===== config.mk =====
export PLATFORM = sky130hd
export DESIGN_NAME = ps2_voice_scheduler
export DESIGN_NICKNAME = d
export VERILOG_FILES = /design/src/rtl/kb_tone_pkg.sv /design/src/rtl/ps2_scan_decode.sv /design/src/rtl/ps2_voice_scheduler.sv
export SDC_FILE = /design/constraint.sdc
export NUM_CORES = 1
export LEC_CHECK = 0
export ABC_CLOCK_PERIOD_IN_PS = 7900
export BUFFER_PORTS_ARGS = -buffer_cell sky130_fd_sc_hd__buf_2
export CAP_MARGIN = 20
export CORE_MARGIN = 2
export CORE_UTILIZATION = 36
export DETAILED_ROUTE_END_ITERATION = 16
export MAX_ROUTING_LAYER = met4
export PLACE_DENSITY = 0.55
export SLEW_MARGIN = 0
export SYNTH_ARGS = -nofsm -noshare
export SYNTH_HDL_FRONTEND = slang
export SYNTH_HIERARCHICAL = 1
export SYNTH_SLANG_ARGS = --single-unit

===== constraint.sdc =====
create_clock -name clk -period 7.9 [get_ports clk]
set_input_delay 0.79 -clock clk [delete_from_list [all_inputs] [get_ports clk]]
set_output_delay 0.79 -clock clk [all_outputs]
set_load 0.005 [all_outputs]

===== src/rtl/kb_tone_pkg.sv =====
// Shared scan-code constants, phase-increment table and scheduler FSM encoding
// for the PS/2 keyboard tone path.
package kb_tone_pkg;

  localparam logic [7:0] SC_BREAK = 8'hF0;
  localparam logic [7:0] SC_EXT   = 8'hE0;

  localparam logic [7:0] SC_NOTE0 = 8'h1C;
  localparam logic [7:0] SC_NOTE1 = 8'h1B;
  localparam logic [7:0] SC_NOTE2 = 8'h23;
  localparam logic [7:0] SC_NOTE3 = 8'h2B;
  localparam logic [7:0] SC_NOTE4 = 8'h34;
  localparam logic [7:0] SC_NOTE5 = 8'h33;
  localparam logic [7:0] SC_NOTE6 = 8'h3B;
  localparam logic [7:0] SC_NOTE7 = 8'h42;

  // round(f * 65536 / 48000) for each note index
  localparam logic [15:0] PHASE_INC [0:7] = '{
    16'd714, 16'd802, 16'd900, 16'd954, 16'd1070, 16'd1201, 16'd1349, 16'd1429
  };

  typedef enum logic [1:0] {StIdle, StAck, StProc} state_e;

endpackage


===== src/rtl/ps2_scan_decode.sv =====
// Combinational map from a scan byte to a musical note index.
module ps2_scan_decode
  import kb_tone_pkg::*;
(
  input  logic [7:0] code_i,
  output logic       is_note_o,
  output logic [2:0] note_idx_o
);

  always_comb begin
    is_note_o  = 1'b1;
    note_idx_o = 3'd0;
    case (code_i)
      SC_NOTE0: note_idx_o = 3'd0;
      SC_NOTE1: note_idx_o = 3'd1;
      SC_NOTE2: note_idx_o = 3'd2;
      SC_NOTE3: note_idx_o = 3'd3;
      SC_NOTE4: note_idx_o = 3'd4;
      SC_NOTE5: note_idx_o = 3'd5;
      SC_NOTE6: note_idx_o = 3'd6;
      SC_NOTE7: note_idx_o = 3'd7;
      default:  is_note_o  = 1'b0;
    endcase
  end

endmodule


===== src/rtl/ps2_voice_scheduler.sv =====
// Drains the PS/2 scan-code FIFO one byte per three cycles and allocates held
// musical keys to polyphonic voice slots, stealing round-robin when full.
module ps2_voice_scheduler
  import kb_tone_pkg::*;
#(
  parameter int unsigned NUM_VOICES = 4,
  parameter int unsigned INC_W      = 16
) (
  input  logic                              clk,
  input  logic                              rst,
  input  logic [7:0]                        kb_data,
  input  logic                              kb_ready,
  input  logic                              kb_overflow,
  output logic                              kb_nextdata_n,
  output logic [NUM_VOICES*INC_W-1:0]       voice_inc,
  output logic [NUM_VOICES-1:0]             voice_active,
  output logic [$clog2(NUM_VOICES+1)-1:0]   held_count,
  output logic                              steal
);

  localparam int unsigned PtrW = (NUM_VOICES > 1) ? $clog2(NUM_VOICES) : 1;
  localparam int unsigned CntW = $clog2(NUM_VOICES+1);

  state_e                state_q, state_d;
  logic [7:0]            byte_q, byte_d;
  logic                  brk_q, brk_d, ext_q, ext_d;
  logic [PtrW-1:0]       ptr_q, ptr_d;
  logic [NUM_VOICES-1:0] act_q, act_d;
  logic [2:0]            idx_q [NUM_VOICES];
  logic [2:0]            idx_d [NUM_VOICES];
  logic [INC_W-1:0]      inc_q [NUM_VOICES];
  logic [INC_W-1:0]      inc_d [NUM_VOICES];
  logic                  steal_q, steal_d;
  logic [CntW-1:0]       cnt_q, cnt_d;

  logic            is_note;
  logic [2:0]      note_idx;
  logic            hit, free;
  logic [PtrW-1:0] hit_slot, free_slot;

  ps2_scan_decode u_decode (
    .code_i     (byte_q),
    .is_note_o  (is_note),
    .note_idx_o (note_idx)
  );

  always_comb begin
    state_d  = state_q;
    byte_d   = byte_q;
    brk_d    = brk_q;
    ext_d    = ext_q;
    ptr_d    = ptr_q;
    act_d    = act_q;
    idx_d    = idx_q;
    inc_d    = inc_q;
    steal_d  = 1'b0;
    cnt_d    = '0;
    hit       = 1'b0;
    hit_slot  = '0;
    free      = 1'b0;
    free_slot = '0;

    // Descending scan so the lowest matching / free index wins.
    for (int v = NUM_VOICES - 1; v >= 0; v--) begin
      if (act_q[v] && (idx_q[v] == note_idx)) begin
        hit      = 1'b1;
        hit_slot = PtrW'(v);
      end
      if (!act_q[v]) begin
        free      = 1'b1;
        free_slot = PtrW'(v);
      end
    end

    unique case (state_q)
      StIdle: begin
        if (kb_ready) begin
          byte_d  = kb_data;
          state_d = StAck;
        end
      end
      StAck: state_d = StProc;
      StProc: begin
        state_d = StIdle;
        if (byte_q == SC_BREAK) begin
          brk_d = 1'b1;
        end else if (byte_q == SC_EXT) begin
          ext_d = 1'b1;
        end else begin
          brk_d = 1'b0;
          ext_d = 1'b0;
          if (!ext_q && is_note) begin
            if (brk_q) begin
              if (hit) begin
                act_d[hit_slot] = 1'b0;
                inc_d[hit_slot] = '0;
              end
            end else if (!hit) begin
              if (free) begin
                act_d[free_slot] = 1'b1;
                idx_d[free_slot] = note_idx;
                inc_d[free_slot] = INC_W'(PHASE_INC[note_idx]);
              end else begin
                idx_d[ptr_q] = note_idx;
                inc_d[ptr_q] = INC_W'(PHASE_INC[note_idx]);
                steal_d      = 1'b1;
                ptr_d        = (ptr_q == PtrW'(NUM_VOICES - 1)) ? '0 : ptr_q + PtrW'(1);
              end
            end
          end
        end
      end
      default: state_d = StIdle;
    endcase

    if (kb_overflow) begin
      act_d   = '0;
      brk_d   = 1'b0;
      ext_d   = 1'b0;
      steal_d = 1'b0;
      for (int v = 0; v < NUM_VOICES; v++) inc_d[v] = '0;
    end

    for (int v = 0; v < NUM_VOICES; v++) cnt_d = cnt_d + CntW'(act_d[v]);
  end

  always_ff @(posedge clk) begin
    if (rst) begin
      state_q <= StIdle;
      byte_q  <= '0;
      brk_q   <= 1'b0;
      ext_q   <= 1'b0;
      ptr_q   <= '0;
      act_q   <= '0;
      idx_q   <= '{default: '0};
      inc_q   <= '{default: '0};
      steal_q <= 1'b0;
      cnt_q   <= '0;
    end else begin
      state_q <= state_d;
      byte_q  <= byte_d;
      brk_q   <= brk_d;
      ext_q   <= ext_d;
      ptr_q   <= ptr_d;
      act_q   <= act_d;
      idx_q   <= idx_d;
      inc_q   <= inc_d;
      steal_q <= steal_d;
      cnt_q   <= cnt_d;
    end
  end

  // Gated by rst so a reset during ACK leaves the byte in the FIFO.
  assign kb_nextdata_n = !((state_q == StAck) && !rst);
  assign voice_active  = act_q;
  assign held_count    = cnt_q;
  assign steal         = steal_q;

  for (genvar v = 0; v < NUM_VOICES; v++) begin : g_out
    assign voice_inc[v*INC_W +: INC_W] = inc_q[v];
  end

endmodule


==> flow_metrics.py, run 1 <==
metrics = {
    "floorplanning": {
        "core_area_um2": 11900,
        "die_w_um": 114,
        "die-area_um2": 13000,
        "die_y_um": 114,
        "start_util": 0.365,
        "rows": 40,
        "ios": 85,
    },
    "grt": {
        "grt_max_degree": 33,
        "grt_pass1_wl_um": 17600,
        "grtUsageTotal": 0.178,
        "grt_overflow": 0,
        "grt_pass1_vias": 3399,
        "antenna_found_initial": 0,
    },
    "cells_and_area": {
        "nets": 551,
        "register_area_um2": 1960,
        "multi_input_area_um2": 2190,
        "final_util": 0.432,
        "antenna_cells": 0,
        "area_growth_pct": 18.1,
        "final_cell_mix": "dfxtp_1 (98), buf_2 (84), nand2_1 (36)",
        "finish.instance_area_um2": 5140,
        "layout-drive-gt1-share": 0.220,
        "layout_commonest_cell": "dfxtp_1",
        "fill_cells": 1207,
    },
    "cts": {
        "cts-resized-gates": 0,
        "clk_path_buf_depth": 2,
        "htreeDepth": 3,
        "cts_root_buf": "clkbuf_16",
        "cts_setup_buffers": 0,
        "cts_sinks": 98,
        "cts_tree": "done",
        "postCtsHoldBufs": 0,
        "clk_latency_ns": 0.35,
        "clk_pin_slew_ns": 0.07,
        "numCtsBuffers": 9,
    },
    "synthesis": {
        "ys_warn_count": 6,
        "postSynth.asyncResetShare": 0,
        "syn_area_per_cell_um2": 9.55,
        "synth_seq_area_share": 0.451,
        "synth_edf_count": 0,
        "synth-adder-area-share": 0.0391,
        "syn-num-nets": 481,
        "synth_compound_area_frac": 0.162,
        "yosys.area_share.simple": 0.216,
        "synth_area_leaders": "dfxtp_1 (45%), mux2i_1 (6.0%), ha_1 (3.4%)",
        "synth_cells": 456,
        "synth_top_area_frac": 0.451,
        "ys_seq_elements": 98,
        "synth.largest_area_cell": "dfxtp_1",
        "synth.cell_area_um2": 4350,
        "synth_mux_area_frac": 0.0598,
        "synthFlopType": "dfxtp_1",
        "synth_top_family_by_area": "simple AND/OR/NAND/NOR gates",
        "synth.distinct_cells": 60,
        "synth-xor-area-share": 0.0262,
    },
    "critical_path": {
        "arrival_ns": 4.46,
        "critPathMaxFanout": 18,
        "critical_path.most_common_cell": "xnor2_1",
        "worstSetupPathType": "register to register",
        "cp_cell_sequence": "xnor2_1 > a2111oi_1 > a31oi_1 > nor3_1 > buf_4 > xnor2_1 > nand4_2 > nand4_1 > inv_2 > ha_1 > a211oi_4 > nand2_2 > o21a_1 > a22o_1",
        "crit_path_end_kind": "register",
        "path_buf_inv": 2,
        "cp.required_ns": 8.14,
        "ff2ff_setup_slack_ns": 3.69,
        "cp_top_family": "compound AO/OA/AOI/OAI gates",
        "cpPeakStageDelay_ns": 0.54,
        "startpoint_type": "register",
        "crit_path_top_delay_cell": "a211oi_4",
    },
    "power_and_ir_drop": {
        "clock_power_share": 0.441,
        "p_per_area_nw_per_um2": 188,
        "ir_worst_vdd_mv": 0.0825,
        "swShare": 0.229,
        "intPower_mw": 0.745,
        "leakage_nw": 2.07,
        "p_switching_mw": 0.221,
        "power_frac_comb": 0.038,
        "p_seq_frac": 0.521,
    },
    "sta": {
        "skew_ns": 0.00740,
        "setup_violations": 0,
        "timing.final.crit_share": 0.533,
        "slew_headroom": 0.332,
        "slew_violations": 0,
        "grt_setup_unrepaired": "false",
        "worstMarginPinSlew_ns": 1.00,
        "period_needed_ns": 4.21,
        "fin_tns_setup_ns": 0,
        "hold_viol_final": 0,
        "fmax_mhz": 237,
    },
    "route": {
        "drt_wl_total_um": 10800,
        "drt_iter0_markers": 183,
        "post-route-drc-count": 0,
        "drtAntennaViolNets": 0,
        "vias_per_cell": 5.19,
        "vias": 3519,
        "wl_per_cell_um": 16.0,
        "first_pass_iters": 5,
    },
    "flow_run": {
        "drv_cap": 0,
    },
    "placed_design": {
        "postPlaceCellArea_um2": 4840,
        "place.gp.congestion": 0.912,
        "hpwl_um": 7970,
        "io_buffer_count": 84,
    },
    "outcome": {
        "status": "completed",
    },
    "min_path": {
        "hold_class": "register to register",
    },
}
==> state kept, by name, summed over array words and instances (netlist names), 2 cells and up <==
register / count
voice_inc: 64
idx_q: 12
byte_q: 8
voice_active: 4
held_count: 3
ptr_q: 2
state_q: 2
==> per-stage QoR <==
step                      instances  power [mW]  hold WS [ns]  setup slack (ns)
after floorplan                 456       0.541         0.438              4.37
after CTS                       677       0.982         0.459              3.64
final                           678       0.967         0.452              3.69
after global placement          661       0.551         0.437              3.79
after global routing            678        1.00         0.469              3.28
after detailed placement        661       0.552         0.439              3.64
==> per-layer routing <==
layer  share of wire  wire [µm]  vias to the layer above  GRT usage
li1                -          -                     1751          -
met1            0.48       5210                     1644      0.234
met2            0.44       4800                      105      0.266
met3           0.054        579                       19     0.0367
met4           0.021        225                        0     0.0724
met5               0          0                        -          -
==> Yosys cell counts, drive strengths merged (13+ instances only) <==
cell,count
nand3,19
and2,22
xnor2,13
inv,14
dfxtp,98
o21ai,15
nand2,37
mux2i,26
nand2b,22
buf,16
clkbuf,13
nor2,21
a21oi,24
==> worst paths after layout <==
path                      start             to  depth (start not counted)
hold / removal    voice_inc[52]  voice_inc[52]                          2
hold reg to reg   voice_inc[52]  voice_inc[52]                          2
setup / recovery      byte_q[3]   voice_inc[6]                         14
setup reg to reg      byte_q[3]   voice_inc[6]                         14
==> tightest hold or removal path, delay by kind of cell, from the launching register on <==
kind	cells	cell delay [ns]
and+or+nand+nor	1	0.04
DFF	1	0.31
AOI/OAI and AO/OA	1	0.06
==> layout make-up <==
| class | instances | area share |
|---|---|---|
| Multi-Input combinational cell | 315 | 0.427 |
| Sequential cell | 98 | 0.382 |
| Timing Repair Buffer | 88 | 0.0891 |
| Clock buffer | 12 | 0.0499 |
| Tap cell | 147 | 0.0358 |
| Inverter | 14 | 0.0102 |
| Clock inverter | 4 | 0.00633 |
==> power groups by stage <==
stage | Combinational, mW | Clock (mW) | Sequential (mW)
4_1_cts | 0.0372 | 0.442 | 0.503
3_3_place_gp | 0.0364 | 0 | 0.514
2_1_floorplan | 0.0286 | 0 | 0.513
3_5_place_dp | 0.0370 | 0 | 0.515
5_1_grt | 0.0409 | 0.458 | 0.504
6_report | 0.0369 | 0.426 | 0.503
==> cells by family (layout without fill, tap and decap cells) <==
group / count (synthesis) / in the layout
AO/OA/AOI/OAI: 97 / 97
XOR/XNOR: 13 / 13
adder cells (fa/ha/maj): 13 / 13
buffers and inverters: 43 / 118
flip-flops: 98 / 98
multiplexers: 26 / 26
AND/OR/NAND/NOR: 166 / 166
(Power assumes the default switching activity.)
==> run 2: changes to the inputs <==
--- a/config.mk
+++ b/config.mk
@@ -5,7 +5,7 @@
 export SDC_FILE = /design/constraint.sdc
 export NUM_CORES = 1
 export LEC_CHECK = 0
-export ABC_CLOCK_PERIOD_IN_PS = 7900
+export ABC_CLOCK_PERIOD_IN_PS = 4300
 export BUFFER_PORTS_ARGS = -buffer_cell sky130_fd_sc_hd__buf_2
 export CAP_MARGIN = 20
 export CORE_MARGIN = 2
==> constraint.sdc (replaced) <==
create_clock -name clk -period 4.3 [get_ports clk]
set_input_delay 0.43 -clock clk [delete_from_list [all_inputs] [get_ports clk]]
set_output_delay 0.43 -clock clk [all_outputs]
set_load 0.005 [all_outputs]
==> run 2 against run 1 <==
  * Total power is 87% higher
  * Combinational power is 83% higher
  * Flip-flop and latch count stayed put
  * Design area is 0.51% higher
  * Hold slack worse by 0.14 ns
  * Count of clock-buffer cells in the layout is 3 lower
  * Largest power group unchanged
==> flow_metrics.py, run 2 (synthesis results as in run 1) <==
metrics = {
    "outcome": {
        "status": "completed",
    },
    "grt": {
        "antenna_found_initial": 0,
        "grt_max_degree": 33,
        "grtUsageTotal": 0.176,
        "grt_pass1_vias": 3449,
        "grt_pass1_wl_um": 17400,
        "grt_overflow": 0,
    },
    "cts": {
        "cts_sinks": 98,
        "clk_pin_slew_ns": 0.07,
        "clk_path_buf_depth": 2,
        "postCtsHoldBufs": 0,
        "clk_latency_ns": 0.35,
        "numCtsBuffers": 9,
        "cts_tree": "done",
        "cts-resized-gates": 0,
        "htreeDepth": 3,
        "cts_setup_buffers": 0,
        "cts_root_buf": "clkbuf_16",
    },
    "floorplanning": {
        "start_util": 0.365,
        "rows": 40,
        "die-area_um2": 13000,
        "die_w_um": 114,
        "core_area_um2": 11900,
        "ios": 85,
        "die_y_um": 114,
    },
    "route": {
        "post-route-drc-count": 0,
        "drt_iter0_markers": 192,
        "wl_per_cell_um": 15.6,
        "drt_wl_total_um": 10600,
        "vias": 3572,
        "vias_per_cell": 5.25,
        "drtAntennaViolNets": 0,
        "first_pass_iters": 4,
    },
    "power_and_ir_drop": {
        "p_per_area_nw_per_um2": 350,
        "power_frac_comb": 0.037,
        "swShare": 0.226,
        "power.total_mw": 1.81,
        "ir_worst_vdd_mv": 0.151,
        "clock_power_share": 0.450,
        "intPower_mw": 1.40,
        "p_seq_frac": 0.512,
        "leakage_nw": 2.09,
        "p_switching_mw": 0.408,
    },
    "sta": {
        "fin_ws_ns": 0.568,
        "timing.final.crit_share": 0.868,
        "setup_violations": 0,
        "skew_ns": 0.00745,
        "slew_headroom": 0.544,
        "hold_viol_final": 0,
        "fin_tns_setup_ns": 0,
        "period_needed_ns": 3.73,
        "grt_setup_unrepaired": "false",
        "slew_violations": 0,
        "worstMarginPinSlew_ns": 0.682,
        "fmax_mhz": 268,
    },
    "cells_and_area": {
        "final_cell_mix": "dfxtp_1 (98), buf_2 (84), nand2_1 (36)",
        "layout-drive-gt1-share": 0.225,
        "final_util": 0.434,
        "antenna_cells": 0,
        "largest_reg_flops": 64,
        "fill_cells": 1170,
        "instances_no_fill": 680,
        "nets": 554,
        "layout_commonest_cell": "dfxtp_1",
        "area_growth_pct": 18.7,
    },
    "placed_design": {
        "pre_cts_ws_ns": 0.589,
        "io_buffer_count": 84,
        "hpwl_um": 7910,
        "dp_cells": 665,
        "place.gp.congestion": 0.926,
    },
    "critical_path": {
        "arrival_ns": 3.98,
        "cp.required_ns": 4.55,
        "startpoint_type": "register",
        "crit_path_end_kind": "register",
        "critPathMaxFanout": 14,
        "ff2ff_setup_slack_ns": 0.57,
        "worstSetupPathType": "register to register",
    },
    "flow_run": {
        "drv_cap": 0,
    },
    "min_path": {
        "hold_class": "input pin to register",
    },
}
## run 2: worst paths after layout
check / start / end / depth (start not counted)
hold reg to reg: voice_inc[11] / voice_inc[11] / 1
hold / removal: kb_data[2] / byte_q[2] / 3
setup / recovery: byte_q[3] / voice_inc[20] / 13
setup reg to reg: byte_q[3] / voice_inc[20] / 13
## run 2: power by group through the flow
stage | Combinational [mW] | Clock [mW] | Sequential (mW)
2_1_floorplan | 0.0525 | 0 | 0.942
3_3_place_gp | 0.0669 | 0 | 0.945
3_5_place_dp | 0.0683 | 0 | 0.946
4_1_cts | 0.0686 | 0.842 | 0.925
5_1_grt | 0.0758 | 0.883 | 0.926
6_report | 0.0676 | 0.813 | 0.925
## run 2: per-layer routing
metal / wire [µm] / up-vias / track usage
met2: 4820 / 107 / 0.269
met1: 4950 / 1694 / 0.220
met3: 587 / 21 / 0.0345
met5: 0 / - / -
li1: - / 1750 / -
met4: 240 / 0 / 0.0894
## run 2: final cells by class
| class | count | area [µm²] | share of cell area |
|---|---|---|---|
| clock buffer | 9 | 225 | 0.0436 |
| clock inverter | 6 | 75.1 | 0.0145 |
| inverter | 14 | 52.6 | 0.0102 |
| multi-input combinational | 315 | 2190 | 0.425 |
| sequential | 98 | 1960 | 0.380 |
| tap | 147 | 184 | 0.0356 |
| timing repair buffer | 91 | 473 | 0.0915 |
## run 2: critical path, cell delays in order (launching register included)
cell,delay (ns)
dfxtp_1,0.53
a21oi_1,0.13
a2111oi_1,0.38
a31oi_1,0.08
nor3_1,0.18
buf_4,0.22
xnor2_1,0.15
nand4_2,0.24
nand4_1,0.24
inv_2,0.09
ha_1,0.33
a211o_1,0.42
o21a_1,0.37
a22o_1,0.27
## run 2: per-stage QoR
step | hold WS [ns] | area, µm²
after floorplan | 0.438 | 4350
after global placement | 0.437 | 4870
after detailed placement | 0.440 | 4870
after CTS | 0.303 | 5170
after global routing | 0.313 | 5170
final | 0.314 | 5170
==> run 3: changes to the inputs <==
--- a/config.mk
+++ b/config.mk
@@ -8,7 +8,8 @@
 export ABC_CLOCK_PERIOD_IN_PS = 4300
 export BUFFER_PORTS_ARGS = -buffer_cell sky130_fd_sc_hd__buf_2
 export CAP_MARGIN = 20
-export CORE_MARGIN = 2
+export CORE_ASPECT_RATIO = 1.1
+export CORE_MARGIN = 4
 export CORE_UTILIZATION = 36
 export DETAILED_ROUTE_END_ITERATION = 16
 export MAX_ROUTING_LAYER = met4
==> run 3 against run 2 <==
  * Die area grew 7.2%
  * Non-clock buffer count increased by 1
  * Worst setup slack got worse by 0.086 ns
  * Clock skew is 0.00065 ns lower
  * Flip-flop and latch count unchanged
  * Cell count grew 0.74%
==> flow_metrics.py, run 3 (synthesis results as in run 1) <==
metrics = {
    "outcome": {
        "status": "completed",
    },
    "cells_and_area": {
        "final_cell_mix": "dfxtp_1 (98), buf_2 (84), nand2_1 (36)",
        "nets": 555,
        "layout_commonest_cell": "dfxtp_1",
        "antenna_cells": 0,
        "instances_no_fill": 685,
        "final_util": 0.446,
        "area_growth_pct": 19.2,
        "layout-drive-gt1-share": 0.222,
        "largest_reg_flops": 64,
    },
    "grt": {
        "grt_use_met2": 0.277,
        "grt_pass1_vias": 3395,
        "grt_max_degree": 33,
        "met3_usage": 0.0455,
        "use_met1": 0.190,
        "grt_busiest_layer": "met2",
        "antenna_found_initial": 0,
        "grt_pass1_wl_um": 17600,
        "grt_overflow": 0,
        "grtUsageTotal": 0.166,
    },
    "sta": {
        "timing.final.crit_share": 0.888,
        "skew_ns": 0.00680,
        "slew_headroom": 0.558,
        "hold_viol_final": 0,
        "grt_setup_unrepaired": "false",
        "slew_violations": 0,
        "setup_violations": 0,
        "fmax_mhz": 262,
        "period_needed_ns": 3.82,
        "fin_tns_setup_ns": 0,
        "worstMarginPinSlew_ns": 0.662,
    },
    "floorplanning": {
        "start_util": 0.374,
        "die-area_um2": 13900,
        "ios": 85,
        "die_y_um": 123,
        "die_w_um": 113,
        "rows": 41,
        "core_area_um2": 11600,
    },
    "placed_design": {
        "place.gp.congestion": 0.871,
        "dp_cells": 669,
        "hpwl_um": 8130,
        "io_buffer_count": 84,
    },
    "cts": {
        "postCtsHoldBufs": 0,
        "cts_setup_buffers": 0,
        "clk_path_buf_depth": 2,
        "clk_pin_slew_ns": 0.07,
        "numCtsBuffers": 9,
        "clk_latency_ns": 0.35,
        "cts-resized-gates": 0,
        "cts_sinks": 98,
        "cts_root_buf": "clkbuf_16",
        "htreeDepth": 3,
        "cts_tree": "done",
    },
    "min_path": {
        "hold_class": "input pin to register",
        "hp-start": "kb_data[1]",
    },
    "route": {
        "drt_iter0_markers": 238,
        "post-route-drc-count": 0,
        "drtAntennaViolNets": 0,
        "vias": 3540,
        "first_pass_iters": 5,
        "vias_per_cell": 5.17,
        "wl_per_cell_um": 15.8,
        "drt_wl_total_um": 10900,
    },
    "critical_path": {
        "critPathLaunch": "byte_q[3]",
        "critical_path.most_common_cell": "xnor2_1",
        "ff2ff_setup_slack_ns": 0.48,
        "crit_path_top_delay_cell": "dfxtp_1",
        "worstSetupPathType": "register to register",
        "cp_cell_sequence": "xnor2_1 > a2111oi_1 > a31oi_1 > nor3_1 > buf_4 > xnor2_1 > nand4_2 > nand4_1 > inv_2 > ha_1 > a211o_1 > o21a_1 > a22o_1",
        "crit_path_end_kind": "register",
        "arrival_ns": 4.06,
        "startpoint_type": "register",
        "cpPeakStageDelay_ns": 0.53,
        "critPathMaxFanout": 14,
        "cp.required_ns": 4.54,
        "r2r-start": "byte_q[3]",
    },
    "power_and_ir_drop": {
        "leakage_nw": 2.10,
        "ir_worst_vdd_mv": 0.201,
        "p_per_area_nw_per_um2": 355,
    },
    "flow_run": {
        "drv_cap": 0,
    },
}
==> run 3: cell count changes in the layout (fill, tap and decap cells not counted) <==
cell / before / now
inv_6: 1 / 0
clkbuf_1: 0 / 3
buf_4: 7 / 8
clkinvlp_4: 0 / 1
clkinv_2: 1 / 0
bufinv_16: 1 / 2
inv_8: 2 / 0
==> run 3: report_power, final <==
| group | switching (mW) | internal, mW |
|---|---|---|
| clock network | 0.338 | 0.511 |
| logic | 0.0398 | 0.0272 |
| registers | 0.0114 | 0.914 |
| total | 0.389 | 1.45 |
==> run 3: final timing paths <==
| kind | endpoint | cells after the start |
|---|---|---|
| worst min-delay path | byte_q[1] | 3 |
| worst min register to register | voice_inc[54] | 2 |
| worst max-delay path | voice_inc[20] | 13 |
| worst max register to register | voice_inc[20] | 13 |
==> run 3: layout make-up <==
cell class / instances / area [µm²]
clock buffer: 12 / 236
multi-input combinational: 315 / 2190
tap: 150 / 188
timing repair buffer: 92 / 480
fill: 1131 / 6450
inverter: 14 / 52.6
sequential: 98 / 1960
clock inverter: 4 / 76.3
==> run 3: per-layer routing <==
layer / up-vias / routed length [µm]
met1: 1636 / 4740
li1: 1760 / -
met3: 23 / 706
met2: 121 / 5160
met5: - / 0
met4: 0 / 251
==> run 3: worst max-delay path: cells and delay by family, from the launching register on <==
kind	cells	cell delay (ns)
AO/OA/AOI/OAI	5	1.55
AND/OR/NAND/NOR	3	0.71
flip-flops	1	0.53
buffers and inverters	2	0.32
adder cells (fa/ha/maj)	1	0.32
XOR/XNOR	2	0.26
==> run 3: through the flow <==
| step | area [µm²] | hold slack, ns | setup slack, ns | power (mW) |
|---|---|---|---|---|
| 2_1_floorplan | 4350 | 0.438 | 0.770 | 0.994 |
| 3_3_place_gp | 4880 | 0.436 | 0.562 | 1.01 |
| 3_5_place_dp | 4880 | 0.439 | 0.509 | 1.01 |
| 4_1_cts | 5190 | 0.305 | 0.490 | 1.86 |
| 5_1_grt | 5190 | 0.316 | 0.0665 | 1.91 |
| 6_report | 5190 | 0.314 | 0.482 | 1.84 |
